## src/rtl/fan_pwm_decoder.sv

```systemverilog
// fan_pwm_decoder: measures period and high time of a fan PWM line in
// units of enabled samples (clk_en_i high), with saturation-based timeout.
// Optional build macro FAN_PWM_DECODER_GLITCH_FILTER_EN adds a 3-sample
// majority filter between the synchronizer and the edge detector.
`timescale 1ns/1ps
module fan_pwm_decoder #(
    parameter int COUNTER_BITWIDTH = 8
) (
    input  logic                      clk_i,
    input  logic                      rst_i,
    input  logic                      clk_en_i,
    input  logic                      PWM_pin_i,
    output logic [COUNTER_BITWIDTH:0] periodCounterValue_o,
    output logic [COUNTER_BITWIDTH:0] highCounterValue_o,
    output logic                      valid_o,
    output logic                      timeout_o
);

    localparam int W = COUNTER_BITWIDTH + 1;
    localparam logic [W-1:0] MAX = '1;
    localparam logic [W-1:0] ONE = W'(1);

    typedef enum logic [1:0] {IDLE, HIGH, LOW} state_t;

    state_t         state_q, state_d;
    logic [W-1:0]   cnt_q, cnt_d;
    logic [W-1:0]   high_cnt_q, high_cnt_d;
    logic [W-1:0]   period_d, high_d;
    logic           valid_d, timeout_d;
    logic [W-1:0]   nxt;
    logic           sync_p0, sync_p1;
    logic           smp, prev_smp;
    logic           rise, fall;

    // Counter increment that sticks at MAX instead of wrapping.
    function automatic logic [W-1:0] sat_inc(input logic [W-1:0] v);
        return (v == MAX) ? MAX : v + ONE;
    endfunction

    // ---- stage p0/p1: two-flop synchronizer, runs every clock ----
    // Bring the asynchronous PWM line into the clk_i domain.
    always_ff @(posedge clk_i or posedge rst_i) begin
        if (rst_i) begin
            sync_p0 <= 1'b0;
            sync_p1 <= 1'b0;
        end else begin
            sync_p0 <= PWM_pin_i;
            sync_p1 <= sync_p0;
        end
    end

`ifdef FAN_PWM_DECODER_GLITCH_FILTER_EN
    // ---- stage p2: majority filter history over enabled samples ----
    logic [2:0] filt_hist_p2;

    function automatic logic maj3(input logic [2:0] v);
        return (v[0] & v[1]) | (v[1] & v[2]) | (v[0] & v[2]);
    endfunction

    // Shift the synchronized level into the 3-sample history on enabled samples.
    always_ff @(posedge clk_i or posedge rst_i) begin
        if (rst_i) begin
            filt_hist_p2 <= 3'b000;
        end else if (clk_en_i) begin
            filt_hist_p2 <= {filt_hist_p2[1:0], sync_p1};
        end
    end

    assign smp = maj3(filt_hist_p2);
`else
    assign smp = sync_p1;
`endif

    // Remember the previous enabled sample for edge detection.
    always_ff @(posedge clk_i or posedge rst_i) begin
        if (rst_i) begin
            prev_smp <= 1'b0;
        end else if (clk_en_i) begin
            prev_smp <= smp;
        end
    end

    assign rise = clk_en_i &  smp & ~prev_smp;
    assign fall = clk_en_i & ~smp &  prev_smp;
    assign nxt  = sat_inc(cnt_q);

    // FSM state register.
    always_ff @(posedge clk_i or posedge rst_i) begin
        if (rst_i) begin
            state_q <= IDLE;
        end else begin
            state_q <= state_d;
        end
    end

    // Next-state, counter and measurement decisions for the current sample.
    always_comb begin
        state_d    = state_q;
        cnt_d      = cnt_q;
        high_cnt_d = high_cnt_q;
        period_d   = periodCounterValue_o;
        high_d     = highCounterValue_o;
        valid_d    = 1'b0;
        timeout_d  = timeout_o;
        if (clk_en_i) begin
            case (state_q)
                IDLE: begin
                    // No previous edge to measure from: only arm on a rising edge.
                    if (rise) begin
                        cnt_d   = ONE;
                        state_d = HIGH;
                    end
                end
                HIGH: begin
                    if (fall) begin
                        high_cnt_d = cnt_q;
                        cnt_d      = nxt;
                        state_d    = LOW;
                    end else if (nxt == MAX) begin
                        period_d  = MAX;
                        high_d    = MAX;
                        valid_d   = 1'b1;
                        timeout_d = 1'b1;
                        cnt_d     = '0;
                        state_d   = IDLE;
                    end else begin
                        cnt_d = nxt;
                    end
                end
                LOW: begin
                    if (rise) begin
                        period_d  = cnt_q;
                        high_d    = high_cnt_q;
                        valid_d   = 1'b1;
                        timeout_d = 1'b0;
                        cnt_d     = ONE;
                        state_d   = HIGH;
                    end else if (nxt == MAX) begin
                        period_d  = MAX;
                        high_d    = '0;
                        valid_d   = 1'b1;
                        timeout_d = 1'b1;
                        cnt_d     = '0;
                        state_d   = IDLE;
                    end else begin
                        cnt_d = nxt;
                    end
                end
                default: state_d = IDLE;
            endcase
        end
    end

    // Register counters and the published measurement; valid_o is a 1-cycle pulse.
    always_ff @(posedge clk_i or posedge rst_i) begin
        if (rst_i) begin
            cnt_q                <= '0;
            high_cnt_q           <= '0;
            periodCounterValue_o <= '0;
            highCounterValue_o   <= '0;
            valid_o              <= 1'b0;
            timeout_o            <= 1'b0;
        end else begin
            cnt_q                <= cnt_d;
            high_cnt_q           <= high_cnt_d;
            periodCounterValue_o <= period_d;
            highCounterValue_o   <= high_d;
            valid_o              <= valid_d;
            timeout_o            <= timeout_d;
        end
    end

endmodule

```

## config.mk

```make
export PLATFORM = sky130hd
export DESIGN_NAME = fan_pwm_decoder
export DESIGN_NICKNAME = d
export VERILOG_FILES = /design/src/rtl/fan_pwm_decoder.sv
export SDC_FILE = /design/constraint.sdc
export NUM_CORES = 1
export LEC_CHECK = 0
export ABC_AREA = 1
export CORE_UTILIZATION = 56
export DETAILED_ROUTE_END_ITERATION = 16
export DONT_BUFFER_PORTS = 1
export PLACE_DENSITY_LB_ADDON = 0.1
export SLEW_MARGIN = 25
export SYNTH_ARGS = -nofsm -noshare
export SYNTH_HDL_FRONTEND = slang
export SYNTH_SLANG_ARGS = --single-unit
```

## constraint.sdc

```tcl
create_clock -name clk_i -period 2.1 [get_ports clk_i]
set_clock_uncertainty 0.2 [all_clocks]
set_input_delay 0.42 -clock clk_i [delete_from_list [all_inputs] [get_ports clk_i]]
set_output_delay 0.42 -clock clk_i [all_outputs]
set_load 0.005 [all_outputs]
```

# == Word-level counts from Yosys, hierarchy flattened ==
# Cells that the tools add are included.
# classes
n_bitwise,6
n_mux,29
eq_ne,8
n_reduce_logical,8
add_sub_neg,1
# ops
op,n
$mux W9,12
$pmux W9 S2,2
$pmux W9 S3,1
$eq A9 B9 Y1 const B,2
$add A9 B1 Y9 const B,1
$reduce_and A3 Y1,3
$mux W2,4
$mux W1,7
$ne A2 B2 Y1 const B,3
$pmux W2 S3,1
$reduce_and A5 Y1,1
$and A1 B1 Y1,4
$pmux W1 S2,2
$ne A3 B3 Y1 const B,1
$reduce_bool A3 Y1,1
$eq A2 B1 Y1 const B,1
$eq A2 B2 Y1 const B,1
$logic_not A2 Y1,1
$not A1 Y1,2
$reduce_and A2 Y1,1
$reduce_bool A2 Y1,1
# word_totals
elab_cells,62
register_bits,43

# == Logic depth before layout (Yosys ltp) ==
# logic_depth
depth_word,7
mapped_depth,14

# == Least setup slack after synthesis ==
# Ideal clock, no wire load.
# synth_path
path_kind,reg2reg
start,reg cnt_q[0]
end,reg highCounterValue_o[0]
period_less_slack_ns,2.050
path_slack_ns,0.050
t_arrival_ns,1.733
path_stages_with_launch,14
path_buffers,1
required_time_ns,1.784
path_cell_list,dfrtp_1 ha_1 nand2_2 nor2_4 nand3_4 nand3_1 nand3_1 nor2_4 nand2_2 nand2_4 buf_8 nand2_4 nand2_1 nand2_1
# synth_between
elab_chain_cells,5
word_cells_on_any_way,7
# synth_lines
item,line,source
from (decl),26,"logic [W-1:0] cnt_q, cnt_d;"
from (signal assigned),164,cnt_q <= cnt_d;
$add A9 B1 Y9 or $eq A9 B9 Y1 (tied branches),37,return (v == MAX) ? MAX : v + ONE;
$mux W9 (*),37,
$eq A9 B9 Y1 (*),"119, 138",
$ne A3 B3 Y1 (no source line) or $ne A2 B2 Y1 (tied branches),--,
$reduce_and A5 Y1 (no source line) (*),--,
to (signal assigned),167,highCounterValue_o <= high_d;
to (decl),14,"output logic [COUNTER_BITWIDTH:0] highCounterValue_o,"
# Mark *: on every way between the ends. The rest lies on a longest branch, timed or not.
# A chain may end at the register's enable or synchronous reset.

# == Worst setup path in the final report ==
# layout_path
start,reg cnt_q[1]
end,reg cnt_q[3]
# layout_between
elab_chain_cells,6
word_cells_on_any_way,8
# layout_lines
item,line,source
$add A9 B1 Y9 or $eq A9 B9 Y1 (tied branches),37,
$mux W9 (*),37,
$eq A9 B9 Y1,"119, 138",
$mux W9,"119, 138",
$mux W9 (on tied branches),"131, 115",
$pmux W9 S3 (*),106,case (state_q)
# Marks and branches as above.

==> metrics.log <==
[metrics] arrival time at the worst endpoint: 2120 ps
[metrics] internal power: 1.90 mW
[metrics] master cell of the clock root buffer: clkbuf_8
[metrics] non-filler instance count after layout: 323
[metrics] R2R depth: 12
[metrics] number of gates on the worst path with buffers counted: 12
[metrics] fraction of final layout cells with drive strength greater than 1: 20.7%
[metrics] combinational cell fraction of total power: 34.6%
[metrics] I/O pin total: 24
[metrics] average size of a mapped cell: 8.37 sq um
[metrics] clock buffer count from CTS: 5
[metrics] synthesized-area fraction occupied by ao, oa, aoi and oai cells: 10.8%
[metrics] beginning of the worst register-to-register path: cnt_q[1]$_DFFE_PP0P_
[metrics] count of pins over their slew limit: 0
[metrics] slew of the pin with the lowest slew margin: 536 ps
[metrics] number of levels in the clock H-tree: 2
[metrics] dominant combinational cell family by area after synthesis: simple AND/OR/NAND/NOR gates
[metrics] nets: 283
[metrics] half-perimeter wire length after placement: 3030 microns
[metrics] overflow left after global routing: 0
[metrics] post-detailed-routing wire length: 4720 microns
[metrics] antenna violation net count after detailed routing: 0
[metrics] initial core utilization: 58.3%
[metrics] post-synthesis simple-gate area fraction: 26.7%
[metrics] failing checks: setup timing
[metrics] Final Hold Fails: 0
[metrics] most common flop cell mapped by yosys: dfrtp_1
[metrics] post-synthesis cell area: 2130 sq um
[metrics] dominant cells by area after synthesis: dfrtp_1 (50%), nand2_1 (12%), nand3_1 (6.8%)
[metrics] RSZ-0062 raised after global routing: yes
[metrics] share of flip-flops with an asynchronous set or reset after synthesis: 100%
[metrics] power density normalized to cell area: 1190 nW/um^2
[metrics] initial antenna violation count: 0
[metrics] number of synthesized flops with an enable pin: 0
[metrics] Cells after Synth: 255
[metrics] WP data required: 2060 ps
[metrics] first-pass GRT wire length: 8040 microns
[metrics] source of the critical timing path: cnt_q[1]$_DFFE_PP0P_
[metrics] slowest stage delay, CP: 390 ps
[metrics] worst path setup slack after routing: -54.9 ps
[metrics] die footprint: 4060 sq um
[metrics] placed instance count: 309
[metrics] Residual DRC: 0
[metrics] multiplexer share of the synthesized area: 0%
[metrics] clock slew at the register clock pins of the worst setup and hold paths: 80 ps
[metrics] number of detailed-routing iterations run before antenna repair: 4
[metrics] worst-path fanout max: 8
[metrics] Pwr Total: 3.00 mW
[metrics] total core area: 3660 sq um
[metrics] Crit-path slowest cell: dfrtp_1
[metrics] leakage: 1.20 nW
[metrics] Clock Tree Buf Depth: 2
[metrics] share of the yosys chip area belonging to registers: 50.4%
[metrics] outcome: finished, violations left
[metrics] count of fill cells added during filler insertion: 292
[metrics] top cell type's share of synthesized area: 50.4%
[metrics] Worst Hold Depth: 2
[metrics] width of the chip: 63.7 microns
[metrics] clock network latency to the later pin of the worst-skew pair: 300 ps
[metrics] clock network fraction of design power: 22.1%
[metrics] largest net degree at the start of global routing: 44
[metrics] Synth Register Bits: 43
[metrics] count of distinct cell types in the synthesized netlist: 26
[metrics] launching element type of the critical path: flop
[metrics] clock tree from TritonCTS: yes
[metrics] routed wire length per instance: 14.6 microns
[metrics] Vias: 1750
[metrics] share of the synthesized netlist area taken by xor and xnor gates: 0.821%
[metrics] max-cap violation count: 0
[metrics] Hold Path Class: in2reg
[metrics] row cnt: 22
[metrics] class of the most critical setup path: reg2reg
[metrics] detailed router's first-iteration violation count: 121
[metrics] weighted congestion reported at the end of routability-driven placement: 0.883
[metrics] Vias per Instance: 5.42
[metrics] number of buffer and inverter instances along the worst setup path: 0
[metrics] Crit path top cell by count: nand2_4
[metrics] switching part of the total power: 36.6%
[metrics] Final period util: 103%
[metrics] nets in the synthesized netlist: 264
[metrics] most area-hungry cell type in the Yosys netlist: dfrtp_1
[metrics] sequential group share of total power: 43.3%
[metrics] minimum period implied by the final worst setup slack: 2150 ps
[metrics] dominant delay contributor by cell family on the critical path: simple AND/OR/NAND/NOR gates
[metrics] clock net sink count: 43
[metrics] count of final setup violators: 9
[metrics] hold wc startpoint: clk_en_i
[metrics] IR drop worst, VDD: 706 uV
[metrics] I/O Buffers: 0
[metrics] Max Clock Freq: 464 MHz
[metrics] Relative slew margins: 64.3%
[metrics] Cell Chain, Critical Path: ha_4, nand2_4, nor2_4, nand3_4, nand3_2, nand3_2, nor2_4, nand2_2, nand2_4, nand2_4, o211ai_1, o21ai_1
[metrics] Psw: 1.10 mW
[metrics] Die Ht: 63.7 microns
[metrics] number of synthesis warnings: 0
[metrics] Adder-Cell Fraction of Synth Area: 2.93%
[metrics] final core occ: 68.8%
[metrics] combined global-route utilization of all metal layers: 26.0%
[metrics] area grow syn2layout: 18.0%
[metrics] type of destination of the critical path: flop
[metrics] vias in the first global route: 1740
[metrics] antenna diode instance count: 0
==> through the flow <==
stage	area, sq um	setup slack (ps)	setup TNS [ps]	hold WS [ps]
2_1_floorplan	2130	50.1	0	131
3_3_place_gp	2250	6.84	0	132
3_5_place_dp	2250	-69.8	-360	135
4_1_cts	2470	-2.41	-4.70	59.5
5_1_grt	2520	-153	-2390	64.3
6_report	2520	-54.9	-292	69.1
==> Yosys cell counts, types with 2 or more instances <==
cell / n
clkbuf_1: 5
o21ai_1: 3
o21ai_0: 25
nand2_1: 67
nor2_4: 3
nand2_4: 2
nand3_1: 29
nor2_1: 9
dfrtp_1: 43
ha_1: 5
inv_1: 32
o22ai_1: 9
a21oi_1: 4
o211ai_1: 2
buf_4: 2
nand2_2: 5
==> worst paths after layout <==
kind	endpoint	slack [ps]
setup / recovery	cnt_q[3]$_DFFE_PP0P_	-50
hold / removal	valid_o$_DFF_PP0_	70
setup reg to reg	cnt_q[3]$_DFFE_PP0P_	-50
hold reg to reg	smp$_DFF_PP0_	150
max in group asynchronous	cnt_q[2]$_DFFE_PP0P_	800
min in group asynchronous	timeout_o$_DFFE_PP0P_	490
==> what timing repair did <==
| item | CTS | global route |
|---|---|---|
| setup buffers | 3 | 1 |
| setup endpoints to repair | 8 | 31 |
| resized for setup | 14 | 13 |
| pin swaps | 8 | 4 |
| endpoints found under the hold margin | 44 | 0 |
| cloned | 0 | 0 |
| hold buffers | 2 | 0 |
==> cells by family after synthesis <==
group	count (synthesis)
xor+xnor	2
buf+inv	42
fa+ha+maj	5
flops	43
compound gates	43
simple gates	120
==> cell usage in the layout (no fill, tap or decap), drive strengths merged, types with 5 or more instances in the layout <==
cell type / instances
nand3: 31
dfrtp: 43
o22ai: 9
buf: 19
o21ai: 28
clkbuf: 6
ha: 5
nand2: 74
inv: 32
nor2: 12
==> power by group through the flow <==
stage               logic, mW  clock network, mW  registers [mW]
detailed placement      0.924                  0            1.31
floorplan               0.736                  0            1.27
CTS                     0.992              0.677            1.30
global placement        0.906                  0            1.29
finish                   1.04              0.664            1.30
global route             1.17              0.704            1.34
==> state kept, by name (all words and copies together), names as in the netlist <==
signal	cells
state_q	2
prev_smp	1
high_cnt_q	9
cnt_q	9
highCounterValue_o	9
periodCounterValue_o	9
timeout_o	1
sync_p0	1
valid_o	1
smp	1
==> cell type report <==
cell class,count,area (sq um),share of cell area (%)
clock buffers,6,82.6,3.28
inverters,33,124,4.92
repair buffers,21,163,6.46
well taps,48,60.1,2.38
clock inverters,2,35.0,1.39
flip-flops and latches,43,1080,42.8
multi-input cells,170,977,38.8
==> layer usage <==
metal | vias up | part of all wire [%] | global-route usage [%]
li1 | 857 | - | -
met1 | 828 | 46 | 33.9
met2 | 53 | 47 | 40.2
met3 | 12 | 5.2 | 6.96
met4 | 0 | 2.1 | 12.5
met5 | - | 0 | 0
(Power assumes the default switching activity.)
==> RTL change 1 (same flow settings) <==
The 3 states of `state_t` get a one-hot encoding in 3 bits.
--- a/src/rtl/fan_pwm_decoder.sv
+++ b/src/rtl/fan_pwm_decoder.sv
@@ -21,5 +21,5 @@
     localparam logic [W-1:0] ONE = W'(1);
 
-    typedef enum logic [1:0] {IDLE, HIGH, LOW} state_t;
+    typedef enum logic [2:0] {IDLE = 3'b001, HIGH = 3'b010, LOW = 3'b100} state_t;
 
     state_t         state_q, state_d;
Behaviour: same outputs for any inputs over 10 cycles, from zero or initial values and one cycle with rst_i high; not proved beyond that.
==> RTL change 1 against the unedited design <==
- the flow still finishes with violations (negative setup slack)
- final area rose by 1.3%
- utilization rose by 0.89 points
- highest routed layer unchanged
- synthesized area fell by 0.18%
- via count rose by 3.0%
- sequential cell count rose by 1
- count of clock-buffer cells in the layout did not move
- setup slack got worse by 12 ps
- wire length fell by 6.8%
Power is not compared: it rests on default switching activity, and its combinational part moved more than twofold at a synthesized area within 25%.
==> RTL change 1: results <==
[run_status]
status = finished, violations left
violations_in_the_final_reports = negative setup slack

[logic_synthesis]
synth.area.top_cells = sky130_fd_sc_hd__dfrtp_1 50%, sky130_fd_sc_hd__nand2_1 14%, sky130_fd_sc_hd__inv_1 6.3%
seq_area_frac_synth_pct = 51.7
avgSynthCellArea_um2 = 8.01
synth.top_cells.by_count = 80 x sky130_fd_sc_hd__nand2_1, 43 x sky130_fd_sc_hd__dfrtp_1, 36 x sky130_fd_sc_hd__inv_1
synth_compound_area_share_pct = 10.2
postSynth.asyncResetShare_pct = 100
yosys.area_share.xor_xnor_pct = 0.411
mappedNetlistNets = 271

[drt]
routed_via_density = 5.26
totalWireLength_um = 4400
wl_per_cell_um = 12.8

[worst_hold_path]
hp-class = in -> reg
hold_depth = 1

[global_route]
grt_start_max_net_pins = 45
grt_pass1_wl_um = 7620
global_route.usage.total_pct = 24.5
number_of_global_route_vias_before_repair = 1720

[placed_design]
place_inst = 327
gp_congestion = 0.916
place_worst_setup_slack_ps = -96.5
dp.final_hpwl_um = 3000

[cells_and_area]
fin_nets = 299
drive_gt1_share_pct = 19.7

[cts]
worst_skew_pair.late_latency_ps = 300
h_tree_depth = 2

[worst_setup_path]
cp_data_arrival_time_ps = 2140

[timing]
final_critical_path_setup_slack_ps = -66.6
timing.max_slew.rel_slack_pct = 52.9
setup_viol_count_final = 26
RTL change 1: cell type report:
type,count,area [um^2]
repair buffers,30,234
multi-input cells,176,908
inverters,37,139
well taps,48,60.1
fillers,301,1110
clock inverters,2,35.0
clock buffers,6,72.6
flip-flops and latches,44,1100
RTL change 1: cell families (layout without fill, tap and decap cells):
family                     Yosys count  count (layout)
DFF                                 44              44
adders and majority gates            1               1
buffers and inverters               46              75
AOI/OAI and AO/OA                   41              41
and+or+nand+nor                    133             133
xor gates and xnor gates             1               1
RTL change 1: worst paths after layout:
kind / start / to / slack, ps
min reg2reg: sync_p0$_DFF_PP0_ / smp$_DFF_PP0_ / 150
max: cnt_q[0]$_DFFE_PP0P_ / cnt_q[7]$_DFFE_PP0P_ / -70
min in group asynchronous: rst_i / valid_o$_DFF_PP0_ / 490
min: clk_en_i / prev_smp$_DFFE_PP0P_ / 30
max reg2reg: cnt_q[0]$_DFFE_PP0P_ / cnt_q[7]$_DFFE_PP0P_ / -70
max in group asynchronous: rst_i / periodCounterValue_o[6]$_DFFE_PP0P_ / 820
RTL change 1: through the flow:
step	utilization [%]	instance area, um^2	setup TNS, ps
after floorplan	-	2170	-193
after global placement	64.0	2340	-139
after detailed placement	64.0	2340	-1490
after CTS	69.7	2550	-821
after global routing	69.7	2550	-4720
final	69.7	2550	-798
RTL change 1: worst reg2reg max path: stages (launching register included):
cell                      delay [ps]
sky130_fd_sc_hd__dfrtp_1         370
sky130_fd_sc_hd__ha_2            190
sky130_fd_sc_hd__nand2_2          80
sky130_fd_sc_hd__nor2_4          130
sky130_fd_sc_hd__nand3_4         140
sky130_fd_sc_hd__o21ai_1         130
sky130_fd_sc_hd__nand2_1         120
sky130_fd_sc_hd__nor3_4          230
sky130_fd_sc_hd__nand2_2         130
sky130_fd_sc_hd__nand2_2         100
sky130_fd_sc_hd__nand2_4          80
sky130_fd_sc_hd__nand3_1          90
sky130_fd_sc_hd__o21ai_1          60
RTL change 1: metal layers:
| layer | up-vias | part of all wire [%] | GRT usage (%) | routed length [um] |
|---|---|---|---|---|
| met5 | - | 0 | 0 | 0 |
| met2 | 76 | 47 | 38.3 | 2060 |
| met3 | 4 | 6.8 | 7.07 | 300 |
| met1 | 817 | 46 | 32.0 | 2010 |
| li1 | 906 | - | - | - |
| met4 | 0 | 0.59 | 9.38 | 26 |
RTL change 1: power by group:
part	switching [mW]	leakage, nW	internal, mW
Sequential	0.0866	0.581	0.982
Combinational	0.241	0.704	0.146
Clock	0.274	0.0552	0.353
Total	0.601	1.34	1.48
RTL change 1: repair_timing:
item | 4_1_cts | 5_1_grt
hold endpoints to repair | 44 | 0
pin swaps | 6 | 0
setup endpoints to repair | 27 | 31
hold buffers | 2 | 0
setup buffers | 6 | 0
resized for setup | 8 | 1
==> RTL change 2 (config.mk and constraints unchanged) <==
Made on the original files. The parameter `COUNTER_BITWIDTH` goes from 8 to 6.
--- a/src/rtl/fan_pwm_decoder.sv
+++ b/src/rtl/fan_pwm_decoder.sv
@@ -5,5 +5,5 @@
 `timescale 1ns/1ps
 module fan_pwm_decoder #(
-    parameter int COUNTER_BITWIDTH = 8
+    parameter int COUNTER_BITWIDTH = 6
 ) (
     input  logic                      clk_i,
Ports: changed (resized highCounterValue_o and periodCounterValue_o); port bits go from 24 to 20. The function was not compared with the original's and may differ.
==> RTL change 2 against the unedited design <==
- non-clock buffer count is 12 lower
- clock power shrank 27%
- synthesized area decreased by 16%
- sequential cell count down 8
- final area fell by 18%
- wire length is 19% lower
- setup slack better by 110 ps
- power is 20% lower
- largest power group unchanged
==> RTL change 2: results <==
[global_route]
grt_pass1_wl_um = 6000
use_met2_pct = 38.9
grt_util_met1_pct = 30.0
global_route.usage.total_pct = 24.2

[cts]
clkTransAtPathRegs_ps = 110
cts-root-buf = sky130_fd_sc_hd__clkbuf_4
worst_skew_pair.late_latency_ps = 350
cts_setup_buffers = 0
sinks_on_clock_net = 35

[drt]
detailroute.wirelength.met2_um = 1860
wl_per_cell_um = 14.0
detail_route.wirelength.met1_um = 1740

[run_status]
status = complete, no violations

[cells_and_area]
final-seq-area_um2 = 876
fill_cells = 275
num-multi-input-gates = 141
clk_buf_instances = 5
non_clock_buffer_area_share_pct = 3.63
clockNetworkAreaShare_pct = 3.93

[placed_design]
dpl-instance-area_um2 = 1860
gp_congestion = 1.00
dp.final_hpwl_um = 2610

[worst_setup_path]
setup.worst_path.end = highCounterValue_o[1]$_DFFE_PP0P_
slowest_delay_ps = 430
ff2ff_setup_slack_ps = 60
worstPathMaxFanout = 7

[logic_synthesis]
seq_area_frac_synth_pct = 49.0
mappedNetlistNets = 224
synth.area.top_cells = sky130_fd_sc_hd__dfrtp_1 49%, sky130_fd_sc_hd__nand2_1 12%, sky130_fd_sc_hd__inv_1 6.5%

[pwr]
ir_worst_vdd_mv = 0.547
power_leakage_nw = 1.13

[floorplan]
fp.dieArea_um2 = 3430
RTL change 2: cell count changes after synthesis, sizes merged, moves of 2 or more:
cell,unedited run,this run
nand3,31,15
o21ai,28,19
dfrtp,43,35
nand2,74,67
a21oi,4,8
clkbuf,5,2
buf,4,2
inv,33,35
nand4,1,3
nor2,12,14
o211ai,2,0
o22ai,9,7
RTL change 2: worst reg2reg max path: cells and delay by family, from the launching register on:
family,cells,cell delay (ps)
buf+inv,1,90
fa+ha+maj,1,180
flops,1,430
compound gates,1,50
simple gates,9,990
RTL change 2: through the flow:
| stage | setup TNS, ps | total power, mW | instances | hold WS, ps | setup WS [ps] |
|---|---|---|---|---|---|
| floorplan | 0 | 1.62 | 215 | 131 | 109 |
| global placement | 0 | 1.76 | 261 | 134 | 86.9 |
| detailed placement | -62.4 | 1.81 | 261 | 146 | -29.1 |
| CTS | -13.5 | 2.33 | 273 | 26.7 | -6.17 |
| global route | -249 | 2.55 | 273 | 50.1 | -38.3 |
| finish | 0 | 2.39 | 273 | 42.7 | 55.8 |
RTL change 2: report_power, final:
group          internal, mW  total [mW]  switching [mW]
clock                 0.250       0.487           0.236
sequential            0.879        1.06           0.179
combinational         0.343       0.851           0.508
total                  1.47        2.39           0.923
RTL change 2: cell families (layout without fill, tap and decap cells):
family | after synthesis | after routing | share of synthesized area, %
XOR/XNOR | 1 | 1 | 0.490
AO/OA/AOI/OAI | 34 | 34 | 11.5
AND/OR/NAND/NOR | 100 | 101 | 26.6
flip-flops | 35 | 35 | 49.0
adder cells (fa/ha/maj) | 5 | 5 | 3.50
buffers and inverters | 40 | 53 | 9.02
RTL change 2: timing repair:
item	in CTS	in global routing
hold buffers	3	0
endpoints found under the hold margin	38	0
pin swaps	1	3
setup endpoints to repair	8	21
gates resized for setup	1	15
cloned	1	0
